### config.mk
export PLATFORM = sky130hd
export DESIGN_NAME = axi4_burst_mst
export DESIGN_NICKNAME = d
export VERILOG_FILES = /design/src/rtl/axi4_burst_mst_pkg.sv /design/src/rtl/axi4_burst_mst.sv
export SDC_FILE = /design/constraint.sdc
export NUM_CORES = 1
export LEC_CHECK = 0
export BUFFER_PORTS_ARGS = -buffer_cell sky130_fd_sc_hd__buf_2
export CORE_ASPECT_RATIO = 0.7
export CORE_MARGIN = 4
export CORE_UTILIZATION = 45
export DETAILED_ROUTE_END_ITERATION = 6
export PLACE_DENSITY = 0.94
export SYNTH_ARGS = -nofsm -noshare
export SYNTH_HDL_FRONTEND = slang
export SYNTH_SLANG_ARGS = --single-unit
### constraint.sdc
create_clock -name clk -period 3.7 [get_ports clk]
set_input_delay 0.37 -clock clk [delete_from_list [all_inputs] [get_ports clk]]
set_output_delay 0.37 -clock clk [all_outputs]
set_load 0.01 [all_outputs]
### src/rtl/axi4_burst_mst_pkg.sv
// ============================================================================
// axi4_burst_mst_pkg : shared widths, FSM encoding and AXI response codes
// Rev 1.0
// ============================================================================
`default_nettype none

package axi4_burst_mst_pkg;

  localparam int unsigned DEF_DATA_W   = 8;
  localparam int unsigned DEF_ADDR_W   = 32;
  localparam int unsigned DEF_MST_ID_W = 5;
  localparam int unsigned DEF_LEN_W    = 8;
  localparam int unsigned DEF_RESP_W   = 2;

  typedef enum logic [2:0] {
    ST_IDLE    = 3'd0,
    ST_WR_ADDR = 3'd1,
    ST_WR_DATA = 3'd2,
    ST_WR_RESP = 3'd3,
    ST_RD_ADDR = 3'd4,
    ST_RD_DATA = 3'd5
  } state_e;

  localparam logic [1:0] RESP_OKAY   = 2'b00;
  localparam logic [1:0] RESP_EXOKAY = 2'b01;
  localparam logic [1:0] RESP_SLVERR = 2'b10;
  localparam logic [1:0] RESP_DECERR = 2'b11;

endpackage

`default_nettype wire

### src/rtl/axi4_burst_mst.sv
// ============================================================================
// axi4_burst_mst : command/stream to single-ID AXI4 INCR burst initiator
// Optional ID checking: AXI4_BURST_MST_ID_CHECK_EN.  Rev 1.0
// ============================================================================
`default_nettype none

module axi4_burst_mst
  import axi4_burst_mst_pkg::*;
#(
  parameter int unsigned DATA_W           = DEF_DATA_W,
  parameter int unsigned ADDR_W           = DEF_ADDR_W,
  parameter int unsigned MST_ID_W         = DEF_MST_ID_W,
  parameter int unsigned TRANS_DATA_LEN_W = DEF_LEN_W,
  parameter int unsigned TRANS_RESP_W     = DEF_RESP_W,
  parameter int unsigned MST_ID           = 0
) (
  input  logic                        clk,
  input  logic                        rst_n,
  input  logic                        cmd_wr_i,
  input  logic [ADDR_W-1:0]           cmd_addr_i,
  input  logic [TRANS_DATA_LEN_W-1:0] cmd_len_i,
  input  logic                        cmd_vld_i,
  output logic                        cmd_rdy_o,
  input  logic [DATA_W-1:0]           wr_data_i,
  input  logic                        wr_vld_i,
  output logic                        wr_rdy_o,
  output logic [DATA_W-1:0]           rd_data_o,
  output logic                        rd_last_o,
  output logic                        rd_vld_o,
  input  logic                        rd_rdy_i,
  output logic                        done_vld_o,
  output logic                        done_wr_o,
  output logic [TRANS_RESP_W-1:0]     done_resp_o,
  output logic                        err_o,
  output logic [MST_ID_W-1:0]         s_awid_o,
  output logic [ADDR_W-1:0]           s_awaddr_o,
  output logic [TRANS_DATA_LEN_W-1:0] s_awlen_o,
  output logic                        s_awvalid_o,
  input  logic                        s_awready_i,
  output logic [DATA_W-1:0]           s_wdata_o,
  output logic                        s_wlast_o,
  output logic                        s_wvalid_o,
  input  logic                        s_wready_i,
  input  logic [MST_ID_W-1:0]         s_bid_i,
  input  logic [TRANS_RESP_W-1:0]     s_bresp_i,
  input  logic                        s_bvalid_i,
  output logic                        s_bready_o,
  output logic [MST_ID_W-1:0]         s_arid_o,
  output logic [ADDR_W-1:0]           s_araddr_o,
  output logic [TRANS_DATA_LEN_W-1:0] s_arlen_o,
  output logic                        s_arvalid_o,
  input  logic                        s_arready_i,
  input  logic [MST_ID_W-1:0]         s_rid_i,
  input  logic [DATA_W-1:0]           s_rdata_i,
  input  logic [TRANS_RESP_W-1:0]     s_rresp_i,
  input  logic                        s_rlast_i,
  input  logic                        s_rvalid_i,
  output logic                        s_rready_o
);

  localparam logic [MST_ID_W-1:0]     ID_C     = MST_ID_W'(MST_ID);
  localparam logic [TRANS_RESP_W-1:0] SLVERR_C = TRANS_RESP_W'(RESP_SLVERR);

  state_e                        state_q, state_d;
  logic [ADDR_W-1:0]             addr_q;
  logic [TRANS_DATA_LEN_W-1:0]   len_q, cnt_q;
  logic [TRANS_RESP_W-1:0]       acc_q, done_resp_q;
  logic                          force_q, done_vld_q, done_wr_q, err_q;

  logic                          cmd_hs, wr_hs, rd_hs, b_hs, beat_last;
  logic                          rid_bad, bid_bad, rd_force;
  logic [TRANS_RESP_W-1:0]       rd_resp_max;

  assign beat_last = (cnt_q == len_q);
  assign cmd_hs    = (state_q == ST_IDLE) & ~done_vld_q & cmd_vld_i;
  assign wr_hs     = (state_q == ST_WR_DATA) & wr_vld_i & s_wready_i;
  assign rd_hs     = (state_q == ST_RD_DATA) & s_rvalid_i & rd_rdy_i;
  assign b_hs      = (state_q == ST_WR_RESP) & s_bvalid_i;

`ifdef AXI4_BURST_MST_ID_CHECK_EN
  assign rid_bad = (s_rid_i != ID_C);
  assign bid_bad = (s_bid_i != ID_C);
  assign err_o   = err_q;
`else
  logic unused_ids;
  assign unused_ids = ^{s_rid_i, s_bid_i, err_q};
  assign rid_bad    = 1'b0;
  assign bid_bad    = 1'b0;
  assign err_o      = 1'b0;
`endif

  // A misplaced rlast or foreign ID poisons the whole read burst to SLVERR.
  assign rd_resp_max = (s_rresp_i > acc_q) ? s_rresp_i : acc_q;
  assign rd_force    = force_q | (s_rlast_i != beat_last) | rid_bad;

  always_ff @(posedge clk) begin
    if (!rst_n) state_q <= ST_IDLE;
    else        state_q <= state_d;
  end

  always_comb begin
    state_d = state_q;
    case (state_q)
      ST_IDLE:    if (cmd_hs) state_d = cmd_wr_i ? ST_WR_ADDR : ST_RD_ADDR;
      ST_WR_ADDR: if (s_awready_i) state_d = ST_WR_DATA;
      ST_WR_DATA: if (wr_hs && beat_last) state_d = ST_WR_RESP;
      ST_WR_RESP: if (s_bvalid_i) state_d = ST_IDLE;
      ST_RD_ADDR: if (s_arready_i) state_d = ST_RD_DATA;
      ST_RD_DATA: if (rd_hs && beat_last) state_d = ST_IDLE;
      default:    state_d = ST_IDLE;
    endcase
  end

  always_comb begin
    cmd_rdy_o   = 1'b0;
    s_awvalid_o = 1'b0;
    s_arvalid_o = 1'b0;
    s_wvalid_o  = 1'b0;
    wr_rdy_o    = 1'b0;
    s_wdata_o   = '0;
    s_wlast_o   = 1'b0;
    s_bready_o  = 1'b0;
    rd_vld_o    = 1'b0;
    s_rready_o  = 1'b0;
    rd_data_o   = '0;
    rd_last_o   = 1'b0;
    case (state_q)
      ST_IDLE:    cmd_rdy_o   = rst_n & ~done_vld_q;
      ST_WR_ADDR: s_awvalid_o = 1'b1;
      ST_WR_DATA: begin
        s_wvalid_o = wr_vld_i;
        wr_rdy_o   = s_wready_i;
        s_wdata_o  = wr_data_i;
        s_wlast_o  = beat_last;
      end
      ST_WR_RESP: s_bready_o  = 1'b1;
      ST_RD_ADDR: s_arvalid_o = 1'b1;
      ST_RD_DATA: begin
        rd_vld_o   = s_rvalid_i;
        s_rready_o = rd_rdy_i;
        rd_data_o  = s_rdata_i;
        rd_last_o  = beat_last;
      end
      default: ;
    endcase
  end

  always_ff @(posedge clk) begin
    if (!rst_n) begin
      addr_q      <= '0;
      len_q       <= '0;
      cnt_q       <= '0;
      acc_q       <= '0;
      force_q     <= 1'b0;
      done_vld_q  <= 1'b0;
      done_wr_q   <= 1'b0;
      done_resp_q <= '0;
      err_q       <= 1'b0;
    end else begin
      done_vld_q <= 1'b0;
      if (cmd_hs) begin
        addr_q  <= cmd_addr_i;
        len_q   <= cmd_len_i;
        cnt_q   <= '0;
        acc_q   <= '0;
        force_q <= 1'b0;
      end
      if (wr_hs || rd_hs) cnt_q <= cnt_q + 1'b1;
      if (rd_hs) begin
        acc_q   <= rd_resp_max;
        force_q <= rd_force;
      end
      if (rd_hs && beat_last) begin
        done_vld_q  <= 1'b1;
        done_wr_q   <= 1'b0;
        done_resp_q <= rd_force ? SLVERR_C : rd_resp_max;
      end
      if (b_hs) begin
        done_vld_q  <= 1'b1;
        done_wr_q   <= 1'b1;
        done_resp_q <= bid_bad ? SLVERR_C : s_bresp_i;
      end
      if ((rd_hs && rid_bad) || (b_hs && bid_bad)) err_q <= 1'b1;
    end
  end

  assign s_awid_o    = ID_C;
  assign s_arid_o    = ID_C;
  assign s_awaddr_o  = addr_q;
  assign s_araddr_o  = addr_q;
  assign s_awlen_o   = len_q;
  assign s_arlen_o   = len_q;
  assign done_vld_o  = done_vld_q;
  assign done_wr_o   = done_wr_q;
  assign done_resp_o = done_resp_q;

endmodule

`default_nettype wire

==> results.toml <==
[synthesis]
synth_cell_types = 42
ys_warn_count = 0
synth-seq-area-share = 0.382
yosysMostFrequentCell = "nand2_1"
synth_common_cells = "89 x nand2_1, 58 x dfxtp_1, 51 x buf_4"
synthFlopType = "dfxtp_1"
synth_cells = 387
syn_avg_cell_area_um2 = 7.85
synth_edf_count = 0
postSynth.asyncResetShare = 0
ys_ff_latch = 58
synth_area_leader_cell = "dfxtp_1"
synth_area_um2 = 3040
synth_top_area_share = 0.382
synth_area_leaders = "dfxtp_1 38%, buf_4 13%, nand2_1 11%"

[status]
status = "finished clean"

[finish]
final_nets = 604
drive_gt1_frac = 0.398
final_util = 0.599
diodes = 0
stdcell_count = 614
synthToLayoutAreaGrowth_pct = 26.1

[sta]
max_slew_margin = 0.379
post-route-period-util = 0.613
rsz0062_at_grt = "false"
setup_tns_ns = 0
period_needed_ns = 2.27
hold_violations = 0
slew_violations = 0
worst_pin_slew_ns = 0.931
fin_hold_ws_ns = 0.269
finalSetupViolCount = 0
skew_ns = 0.00447
fmax_ghz = 0.441

[route]
first_pass_iters = 4
via_per_inst = 4.93
drt-total-wl_um = 8400
vias = 3025
drc_errors = 0
drtIter0Drc = 143
wire_per_inst_um = 13.7
antenna_left = 0

[die]
row_count = 24
die_w_um = 106
dieArea_um2 = 8150
start_util = 0.475
coreArea_um2 = 6400
die_h_um = 76.8
io_pins = 203

[clocking]
path_clk_slew_ns = 0.07
clock_latency_ns = 0.33
hold_buffers = 0
clockBufferDepth = 2
cts_setup_buffers = 0
ctsRootBufferMaster = "clkbuf_8"
clock_sinks = 58
cts_tree = "yes"
cts.repair.resized = 0
htree_levels = 3
cts_inserted_buffers = 9

[critical_path]
crit_required_ns = 3.93
crit_path_start_kind = "flip-flop"
cp_cell_sequence = "nor2_1 -> nand3_2 -> and3_1 -> o21a_1"
path_class = "flip-flop to flip-flop"
crit_path_max_incr_delay_ns = 0.76
crit_fanout = 46
crit_buf_inv = 0
cp_top_family = "simple AND/OR/NAND/NOR gates"
rrSetupSlack_ns = 1.43
cpMaxStageDelayCell = "nand3_2"
crit_path_end_kind = "flip-flop"
cp.arrival_ns = 2.50

[place]
port_buffers = 181
dp.cells = 598
place_congestion = 0.878
place.detailed.hpwl_um = 6440

[grt]
track_usage = 0.197
grt_first_pass_wirelength_um = 13300
grt_max_degree = 55
overflow = 0
antenna_found_initial = 0
grt_pass1_vias = 2692

[pwr]
leakage_uw = 0.00207
vdd_drop_max_mv = 0.244
powerDensity_nw_per_um2 = 595
p_total_uw = 2280

[flow_run]
drv_cap = 0

[hold_path]
hp-class = "input port to flip-flop"
==> metrics by stage <==
step,setup WS [ns],instance area (um^2)
after floorplan,1.93,3080
after global placement,1.61,3640
after detailed placement,1.50,3640
after CTS,1.49,3830
after global routing,1.27,3830
final,1.43,3830
==> logic make-up (layout without fill, tap and decap cells) <==
family | after synthesis | count (layout) | share of synthesized area
and+or+nand+nor | 160 | 160 | 0.260
other | 1 | 11 | 0.00123
AOI/OAI and AO/OA | 71 | 71 | 0.135
xor gates and xnor gates | 9 | 9 | 0.0259
buffers and inverters | 80 | 206 | 0.166
muxes | 4 | 4 | 0.0132
adders and majority gates | 4 | 4 | 0.0165
DFF | 58 | 58 | 0.382
==> power breakdown <==
part	internal (uW)	total [uW]	switching, uW
combinational	338	877	538
sequential	731	831	100
clock	327	573	246
total	1400	2280	884
==> registers in the layout (all words and copies together) (netlist names) <==
signal,count
done_wr_o,1
state_q,3
done_resp_o,2
s_araddr_o,32
acc_q,2
s_arlen_o,8
force_q,1
cnt_q,8
done_vld_o,1
==> area by class of cell <==
class,count,area [um^2]
sequential,58,1160
inverter,7,26.3
tap,91,114
multi-input combinational,259,1420
fill,583,2560
timing repair buffer,183,921
clock buffer,11,141
clock inverter,5,53.8
==> path summary, 6_finish.rpt <==
kind / cells past startpoint / startpoint / end
hold / removal: 3 / cmd_addr_i[30] / s_araddr_o[30]
setup / recovery: 4 / state_q[2] / cnt_q[7]
setup reg to reg: 4 / state_q[2] / cnt_q[7]
hold reg to reg: 2 / force_q / force_q
==> routing by layer <==
layer / vias up / share of wire / track usage
met3: 14 / 0.085 / 0.0604
met5: - / 0 / 0
met1: 1372 / 0.39 / 0.231
met4: 0 / 0.0093 / 0.0414
met2: 151 / 0.51 / 0.355
li1: 1488 / - / -
==> tightest hold or removal path, delay by kind of cell <==
kind / cells / cell delay [ns]
AND/OR/NAND/NOR: 1 / 0.04
buffers and inverters: 1 / 0.09
AO/OA/AOI/OAI: 1 / 0.05
==> layout by cell type (no fill, tap or decap), types with 2 or more instances in the layout <==
master,synthesis,layout
nand3b_1,3,3
nor4_4,2,2
nor3b_1,2,2
inv_1,6,6
o22ai_1,2,2
dfxtp_1,58,58
buf_4,51,2
buf_2,4,181
and3_1,8,8
clkbuf_8,0,10
nand3_1,6,5
o21ai_0,6,6
a21oi_1,50,50
conb_1,1,11
and2_1,22,22
xor2_1,9,9
o211a_1,2,2
nand4_1,3,3
mux2i_1,4,4
a31oi_1,2,2
clkinv_2,0,3
ha_1,4,4
nor3_1,4,4
nand2_1,89,89
and3_2,3,3
nor2_1,12,12
(Power assumes the default switching activity.)
